==> src/rtl/bus_pkg.sv <==
// bus_pkg -- shared types and default window map for the CPU bus controller.
//
// Contents:
//   bus_state_t  controller FSM states (IDLE, ACCESS, DONE, FAULT)
//   bus_tgt_t    slave target (TGT_RAM, TGT_MMIO)
//   bus_dec_t    address classifier result {hit, tgt, fault}
//   *_DEF        default window bases/sizes and watchdog length
//   win_hit()    window membership test for a naturally aligned window
package bus_pkg;

  typedef enum logic [1:0] {
    IDLE   = 2'd0,
    ACCESS = 2'd1,
    DONE   = 2'd2,
    FAULT  = 2'd3
  } bus_state_t;

  typedef enum logic {
    TGT_RAM  = 1'b0,
    TGT_MMIO = 1'b1
  } bus_tgt_t;

  typedef struct packed {
    logic     hit;
    bus_tgt_t tgt;
    logic     fault;
  } bus_dec_t;

  localparam logic [31:0] RAM_BASE_DEF   = 32'h0000_0000;
  localparam int          RAM_AW_DEF     = 16;
  localparam logic [31:0] MMIO_BASE_DEF  = 32'h1100_0000;
  localparam int          MMIO_AW_DEF    = 12;
  localparam int          TIMEOUT_DEF    = 16;

  // Windows are aligned to their own size, so membership is just a
  // comparison of the bits above the window offset.
  function automatic logic win_hit(input logic [31:0] addr,
                                   input logic [31:0] base,
                                   input int          aw);
    return (addr >> aw) == (base >> aw);
  endfunction

endpackage

==> src/rtl/bus_decode.sv <==
// bus_decode -- combinational classifier for a CPU bus request.
//
// Ports:
//   rd, wr   in   CPU read / write request levels
//   addr     in   32-bit CPU byte address
//   dec      out  {hit, tgt, fault}: hit = address falls in a window,
//                 tgt = selected slave (RAM wins on overlap),
//                 fault = conflicting request, misaligned or unmapped
module bus_decode
  import bus_pkg::*;
#(
  parameter logic [31:0] RAM_BASE  = RAM_BASE_DEF,
  parameter int          RAM_AW    = RAM_AW_DEF,
  parameter logic [31:0] MMIO_BASE = MMIO_BASE_DEF,
  parameter int          MMIO_AW   = MMIO_AW_DEF
) (
  input  logic        rd,
  input  logic        wr,
  input  logic [31:0] addr,
  output bus_dec_t    dec
);

  logic ram_hit;
  logic mmio_hit;

  always_comb begin
    ram_hit   = win_hit(addr, RAM_BASE, RAM_AW);
    mmio_hit  = win_hit(addr, MMIO_BASE, MMIO_AW);
    dec.hit   = ram_hit | mmio_hit;
    // RAM is checked first so an overlapping map resolves to RAM.
    dec.tgt   = ram_hit ? TGT_RAM : TGT_MMIO;
    dec.fault = (rd & wr) | (addr[1:0] != 2'b00) | ~(ram_hit | mmio_hit);
  end

endmodule

==> src/rtl/bus_ctrl.sv <==
// bus_ctrl -- single-word bus controller between the CPU bus and two
// slaves (RAM, MMIO) with a sel/ack handshake.
//
// Ports:
//   clk, rst                 clock; asynchronous active-high reset
//   busRead, busWrite        CPU request levels
//   bus_addr, bus_in         CPU byte address and write data
//   bus_out                  registered read data (0 after a fault)
//   bus_ready, error         one-cycle completion / fault strobes
//   ram_sel, mmio_sel        slave selects, held until ack or timeout
//   slv_we, slv_addr,
//   slv_wdata                latched request shared by both slaves
//   ram_rdata, ram_ack,
//   mmio_rdata, mmio_ack     slave responses
//
// Build option: define BUS_CTRL_TIMEOUT_EN to add a watchdog that faults
// an access whose slave has not acked within TIMEOUT_CYCLES select
// cycles. Without it, ACCESS waits for ack indefinitely.
module bus_ctrl
  import bus_pkg::*;
#(
  parameter logic [31:0] RAM_BASE       = RAM_BASE_DEF,
  parameter int          RAM_AW         = RAM_AW_DEF,
  parameter logic [31:0] MMIO_BASE      = MMIO_BASE_DEF,
  parameter int          MMIO_AW        = MMIO_AW_DEF,
  parameter int          TIMEOUT_CYCLES = TIMEOUT_DEF
) (
  input  logic        clk,
  input  logic        rst,
  input  logic        busRead,
  input  logic        busWrite,
  input  logic [31:0] bus_addr,
  input  logic [31:0] bus_in,
  output logic [31:0] bus_out,
  output logic        bus_ready,
  output logic        error,
  output logic        ram_sel,
  output logic        mmio_sel,
  output logic        slv_we,
  output logic [31:0] slv_addr,
  output logic [31:0] slv_wdata,
  input  logic [31:0] ram_rdata,
  input  logic [31:0] mmio_rdata,
  input  logic        ram_ack,
  input  logic        mmio_ack
);

  if (TIMEOUT_CYCLES < 2) begin : g_bad_timeout
    $error("bus_ctrl: TIMEOUT_CYCLES must be at least 2");
  end

  bus_state_t  state_reg;
  bus_state_t  state_next;
  bus_tgt_t    tgt_reg;
  logic        slv_we_reg;
  logic [31:0] slv_addr_reg;
  logic [31:0] slv_wdata_reg;
  logic [31:0] bus_out_reg;

  logic        req;
  logic        tgt_ack;
  logic [31:0] tgt_rdata;
  bus_dec_t    dec;

  assign req = busRead | busWrite;

  bus_decode #(
    .RAM_BASE  (RAM_BASE),
    .RAM_AW    (RAM_AW),
    .MMIO_BASE (MMIO_BASE),
    .MMIO_AW   (MMIO_AW)
  ) u_decode (
    .rd   (busRead),
    .wr   (busWrite),
    .addr (bus_addr),
    .dec  (dec)
  );

  // Only the latched target's handshake matters; the other slave's ack
  // and data are never looked at.
  assign tgt_ack   = (tgt_reg == TGT_RAM) ? ram_ack : mmio_ack;
  assign tgt_rdata = (tgt_reg == TGT_RAM) ? ram_rdata : mmio_rdata;

`ifdef BUS_CTRL_TIMEOUT_EN
  localparam int TO_W = (TIMEOUT_CYCLES > 2) ? $clog2(TIMEOUT_CYCLES) : 1;
  localparam logic [TO_W-1:0] TO_LAST = TO_W'(TIMEOUT_CYCLES - 1);

  logic [TO_W-1:0] to_cnt_reg;
  logic            to_expired;

  // The count equals the number of select cycles already spent without
  // ack, so reaching TO_LAST means this is the last allowed cycle.
  assign to_expired = (to_cnt_reg == TO_LAST);

  always_ff @(posedge clk or posedge rst) begin
    if (rst) begin
      to_cnt_reg <= '0;
    end else if (state_reg != ACCESS) begin
      to_cnt_reg <= '0;
    end else if (!tgt_ack && !to_expired) begin
      to_cnt_reg <= to_cnt_reg + 1'b1;
    end
  end
`else
  logic to_expired;
  assign to_expired = 1'b0;
`endif

  // ---- FSM: state register ----
  always_ff @(posedge clk or posedge rst) begin
    if (rst) begin
      state_reg <= IDLE;
    end else begin
      state_reg <= state_next;
    end
  end

  // ---- FSM: next state ----
  always_comb begin
    state_next = state_reg;
    case (state_reg)
      IDLE: begin
        if (req) begin
          if (dec.fault || !dec.hit) begin
            state_next = FAULT;
          end else begin
            state_next = ACCESS;
          end
        end
      end
      ACCESS: begin
        // An ack on the final allowed cycle still completes normally.
        if (tgt_ack) begin
          state_next = DONE;
        end else if (to_expired) begin
          state_next = FAULT;
        end
      end
      DONE:    state_next = IDLE;
      FAULT:   state_next = IDLE;
      default: state_next = IDLE;
    endcase
  end

  // ---- FSM: outputs (decoded from registered state only) ----
  always_comb begin
    ram_sel   = (state_reg == ACCESS) && (tgt_reg == TGT_RAM);
    mmio_sel  = (state_reg == ACCESS) && (tgt_reg == TGT_MMIO);
    bus_ready = (state_reg == DONE) || (state_reg == FAULT);
    error     = (state_reg == FAULT);
  end

  // ---- request latches and read-data register ----
  always_ff @(posedge clk or posedge rst) begin
    if (rst) begin
      tgt_reg       <= TGT_RAM;
      slv_we_reg    <= 1'b0;
      slv_addr_reg  <= '0;
      slv_wdata_reg <= '0;
      bus_out_reg   <= '0;
    end else begin
      // Every request is latched, faulting ones included.
      if (state_reg == IDLE && req) begin
        tgt_reg       <= dec.tgt;
        slv_we_reg    <= busWrite;
        slv_addr_reg  <= bus_addr;
        slv_wdata_reg <= bus_in;
      end
      // Cleared on entry to FAULT so bus_out reads 0 alongside the
      // error strobe; writes leave it untouched.
      if (state_next == FAULT) begin
        bus_out_reg <= '0;
      end else if (state_reg == ACCESS && tgt_ack && !slv_we_reg) begin
        bus_out_reg <= tgt_rdata;
      end
    end
  end

  assign slv_we    = slv_we_reg;
  assign slv_addr  = slv_addr_reg;
  assign slv_wdata = slv_wdata_reg;
  assign bus_out   = bus_out_reg;

endmodule

==> config.mk <==
export PLATFORM = sky130hd
export DESIGN_NAME = bus_ctrl
export DESIGN_NICKNAME = d
export VERILOG_FILES = /design/src/rtl/bus_pkg.sv /design/src/rtl/bus_decode.sv /design/src/rtl/bus_ctrl.sv
export SDC_FILE = /design/constraint.sdc
export NUM_CORES = 1
export LEC_CHECK = 0
export CAP_MARGIN = 20
export CORE_MARGIN = 8
export CORE_UTILIZATION = 25
export DETAILED_ROUTE_END_ITERATION = 16
export PLACE_DENSITY_LB_ADDON = 0.2
export SLEW_MARGIN = 30
export SYNTH_ARGS = -nofsm -noshare
export SYNTH_HDL_FRONTEND = slang
export SYNTH_SLANG_ARGS = --single-unit
==> constraint.sdc <==
create_clock -name clk -period 2.9 [get_ports clk]
set_input_delay 0.435 -clock clk [delete_from_list [all_inputs] [get_ports clk]]
set_output_delay 0.435 -clock clk [all_outputs]
set_load 0.005 [all_outputs]
# Yosys cells after proc, flatten, opt, wreduce, memory -nomap -nowiden

Index checks and enable logic that the tools add are counted.

Equality and inequality tests: 5
Mux-type cells: 9
Bitwise operators: 7
Reduce and logical (&&, ||, !) cells: 14

Operators by type and width:

| operator                                               | count |
|---|---|
| two-way mux 32 bit                                     | 3 |
| zero test 32 bit                                       | 1 |
| equality test 20 x 17 -> 1 bit (second input constant) | 1 |
| equality test 2 bit (second input constant)            | 3 |
| two-way mux 2 bit                                      | 3 |
| case mux 2 bit (3 select lines)                        | 1 |
| logical AND 1 bit                                      | 5 |
| bitwise OR 1 bit                                       | 4 |
| nonzero test 2 bit                                     | 2 |
| equality test 2 x 1 -> 1 bit (second input constant)   | 1 |
| zero test 1 bit                                        | 2 |
| zero test 2 bit                                        | 1 |
| logical OR 1 bit                                       | 2 |
| two-way mux 1 bit                                      | 2 |
| NOT 1 bit                                              | 2 |
| OR reduction 2 bit                                     | 1 |
| bitwise AND 1 bit                                      | 1 |

Register bits after elaboration: 100
Input bits: 134
Output and inout bits: 101
Logic and storage cells: 41

# Depth between registers and ports, before layout

Depth in word-level cells: 10
Gate-level depth with buffers: 7
Depth with buffers taken out: 4

# Modules after synthesis

From an unflattened synthesis, not the netlist that was laid out.

Cell total of the unflattened synthesis: 316
Area total of the unflattened synthesis: 4,464.3 sq um

By module, submodules not included:

| module     | instances | cells an instance | area an instance (sq um) |
|---|---|---|---|
| bus_ctrl   | 1         | 304               | 4,389.2 |
| bus_decode | 1         | 12                | 75.1 |

# Worst setup path after synthesis

OpenSTA, ideal clock, no wires.

Kind: in2reg
Start: input port bus_addr[13]
End: register bus_out_reg[6] (netlist: bus_out[6])
Setup time: 0.087 ns
Data arrival time: 1.535 ns
Path slack: 1.278 ns
Cell stages on the path: 5
Path through: or4_4 -> o21bai_4 -> a31oi_4 -> buf_6 -> a211oi_2

Longest elaborated chain between the ends: 10
Elaborated cells between the ends (all ways): 12
Classes of those cells: eq/ne (2); mux (4); bitwise (3); reduce/logical (3)

RTL lines:

| item                                                     | line                               | source |
|---|---|---|
| start, declared                                          | bus_ctrl.sv:32                     | `input logic [31:0] bus_addr,` |
| equality test 20 x 17 -> 1 bit *                         | bus_pkg.sv:40                      | `return (addr >> aw) == (base >> aw);` |
| bitwise OR 1 bit *                                       | bus_decode.sv:29, bus_decode.sv:32 |  |
| NOT 1 bit                                                | bus_decode.sv:32                   | `dec.fault = (rd & wr) \| (addr[1:0] != 2'b00) \| ~(ram_hit \| mmio_hit);` |
| bitwise OR 1 bit                                         | bus_decode.sv:32                   |  |
| logical OR 1 bit *                                       | bus_ctrl.sv:124                    | `if (dec.fault \|\| !dec.hit) begin` |
| two-way mux 2 bit *                                      | bus_ctrl.sv:124                    |  |
| two-way mux 2 bit *                                      | bus_ctrl.sv:123                    | `if (req) begin` |
| case mux 2 bit (3 select lines) *                        | bus_ctrl.sv:121                    | `case (state_reg)` |
| equality test 2 bit *                                    | bus_ctrl.sv:171                    | `if (state_next == FAULT) begin` |
| two-way mux 32 bit or nonzero test 2 bit (tied branches) | -                                  |  |
| end signal, assigned                                     | bus_ctrl.sv:174                    | `bus_out_reg <= tgt_rdata;` |
| end, declared                                            | bus_ctrl.sv:58                     | `logic [31:0] bus_out_reg;` |

Every way passes the cells marked *; elsewhere a longest branch is shown, timed or not.
A chain may end at the register's enable or synchronous reset.

# Worst setup path after layout

Start: register state_reg[1]
End: output port ram_sel

Longest elaborated chain between the ends: 2

RTL lines:

| item                         | line            | source |
|---|---|---|
| start, declared              | bus_ctrl.sv:52  | `bus_state_t state_reg;` |
| start signal, assigned       | bus_ctrl.sv:114 | `state_reg <= state_next;` |
| equality test 2 x 1 -> 1 bit | bus_ctrl.sv:147 | `ram_sel = (state_reg == ACCESS) && (tgt_reg == TGT_RAM);` |
| logical AND 1 bit            | bus_ctrl.sv:147 |  |
| end, declared                | bus_ctrl.sv:37  | `output logic ram_sel,` |

Every way passes these cells.

==> reports/metrics.yaml <==
whs_endpoint: "slv_addr[12]$_DFFE_PP0P_"
end_kind: "output port"
slowest_delay_ps: 550
max_cap_viol_count: 0
synthSimpleGateAreaFrac_pct: 5.09
hpwl_um: 10500
ys_async_sr_fraction_pct: 100
route.detailed.wl_per_inst_um: 17.8
clkSinkCount: 100
synth_mux_area_share_pct: 24.0
grt_usage_pct: 12.3
synth_top_family_by_area: "multiplexers"
grt_pass1_vias: 3756
synthTopCellsByCount: "100 x dfrtp_1, 64 x mux2_2, 37 x nor2_1"
met1_length_um: 5770
maxSlewViolCount: 0
yosysWarnings: 0
antenna_found_initial: 0
synth.top_cell.area_share_pct: 56.8
place_congestion: 0.737
cts_resized: 0
r2r-end: "slv_wdata[24]$_DFFE_PP0P_"
avgSynthCellArea_um2: 14.2
synth_ff_type: "dfrtp_1"
hold_path.class: "reg -> reg"
dieHeight_um: 149
cts-root-buf: "clkbuf_16"
grt_max_degree: 101
start_util_pct: 25.5
diodes: 0
final_nets: 674
fin_crit_sh_pct: 72.4
yosysMostFrequentCell: "dfrtp_1"
fp.coreArea_um2: 17200
synth_nets: 445
p_leak_uw: 0.00305
drt_iter0_drc: 68
drc: 0
slew_headroom_pct: 60.5
fin_crit_ps: 2100
clk_pin_slew_worst_paths_ps: 70
synth_edf_count: 0
rows: 48
synth_compound_area_share_pct: 10.8
crit_required_ps: 2470
worstHoldStart: "slv_addr[12]$_DFFE_PP0P_"
syn_inst: 311
finalClockSkew_ps: 11.2
tightest_slew_ps: 592
hold_buffers: 0
min_path_cells: 1
synth.top_cells.by_area: "dfrtp_1 57%, mux2_2 16%, a211oi_2 8.5%"
r2r_start: "state_reg[1]$_DFF_PP0_"
crit_slowest_cell: "clkdlybuf4s50_1"
critPathMaxFanout: 5
cts_tree: "yes"
synth_area_leader_cell: "dfrtp_1"
path_cells: "nand2b_1, nor2_1, clkdlybuf4s50_1"
finalHoldViolations: 0
syn_area_um2: 4400
avgViaCountPerCell: 4.31
route.met2.wl_um: 6020
ios: 235
cts-htree-levels: 3
cts_inserted_buffers: 9
reg2reg_depth: 4
wl_met3_um: 1720
startpoint_type: "flop"
irDropWorstVdd_uv: 422
grt_pass1_wl_um: 21600
placed_cell_area_um2: 6980
grt_setup_unrepaired: "no"
drive_above_1_share_pct: 23.1
cts_setup_buffers: 0
power_density_nw_per_um2: 931
syn2layout_area_growth_pct: 65.1
clk_path_buf_depth: 2
num_vias: 3318
grt_overflow: 0
crit_type: "reg -> out"
ys_seq_area_share_pct: 56.8
status: "finished, final reports clean"
setup_tns_ps: 0
synth-seq-cells: 100
max_freq_ghz: 0.476
numPortBuffers: 234
firstDrtPassIters: 4
drtAntennaViolNets: 0
clock_latency_ps: 350
die-area_um2: 22100
finalSetupViolations: 0
synth-xor-area-share_pct: 0
crit_arrival_ps: 1660
synthDistinctLibCells: 27
reg2reg_setup_slack_ps: 1020
synth_fa_ha_area_share_pct: 0
finalInstanceArea_um2: 7270
highest_layer: "met4"
drt-total-wl_um: 13700
fp.dieW_um: 149
[worst max-delay path, delay by kind of cell, from the launching register on]
| kind | cells | cell delay [ps] |
|---|---|---|
| simple gates | 2 | 350 |
| flops | 1 | 420 |
| buf+inv | 1 | 550 |
[cell type report]
| class | instances | area (um^2) |
|---|---|---|
| fill | 1576 | 9970 |
| sequential | 100 | 2500 |
| timing repair buffer | 240 | 2420 |
| multi-input combinational | 187 | 1760 |
| tap | 225 | 282 |
| clock buffer | 9 | 225 |
| clock inverter | 7 | 62.6 |
| inverter | 2 | 11.3 |
[power breakdown]
part           internal (uW)  switching [uW]  leakage, uW
registers               2050             350      0.00123
logic                   2030            1160      0.00168
clock network            605             583     0.000140
[metal layers]
| layer | vias up | track usage, % |
|---|---|---|
| met4 | 0 | 4.44 |
| met2 | 161 | 18.6 |
| li1 | 1580 | - |
| met5 | - | 0 |
| met3 | 10 | 6.14 |
| met1 | 1567 | 14.8 |
[stage by stage]
step                total power (uW)  setup WS [ps]  instances  hold slack, ps  util (%)
CTS                             6920            773        770             509      42.2
global placement                5610            462        754             488      40.5
finish                          6770            800        770             507      42.2
detailed placement              5670            454        754             493      40.5
floorplan                       3800           1280        311             504         -
global route                    7230            680        770             524      42.2
[logic make-up after synthesis]
kind of cell / Yosys count
flops: 100
mux: 97
simple gates: 50
compound gates: 40
buf+inv: 24
[cell usage in the layout, fill, tap and decap left out, types with 2 or more instances in the layout]
master           netlist  final
dfrtp_1              100     99
buf_4                  1      3
buf_12                 0      3
inv_6                  0      5
nand2_1                4      4
a211oi_1               3      3
mux2i_1               32     32
nor4_1                 3      3
clkbuf_16              0      9
clkinvlp_4             0      2
nor2_1                37     37
a211oi_2              30     30
clkdlybuf4s50_1        0    234
mux2_2                64     64
[worst max path at each step]
stage | start | to | cells past startpoint
finish | state_reg[1]$_DFF_PP0_ | ram_sel | 3
global route | state_reg[1]$_DFF_PP0_ | ram_sel | 3
CTS | state_reg[1]$_DFF_PP0_ | ram_sel | 3
detailed placement | bus_addr[22] | bus_out[9]$_DFFE_PP0P_ | 6
global placement | bus_addr[20] | bus_out[9]$_DFFE_PP0P_ | 6
floorplan | rst | bus_out[0]$_DFFE_PP0P_ | 1
Power figures use the tool's default switching activity.
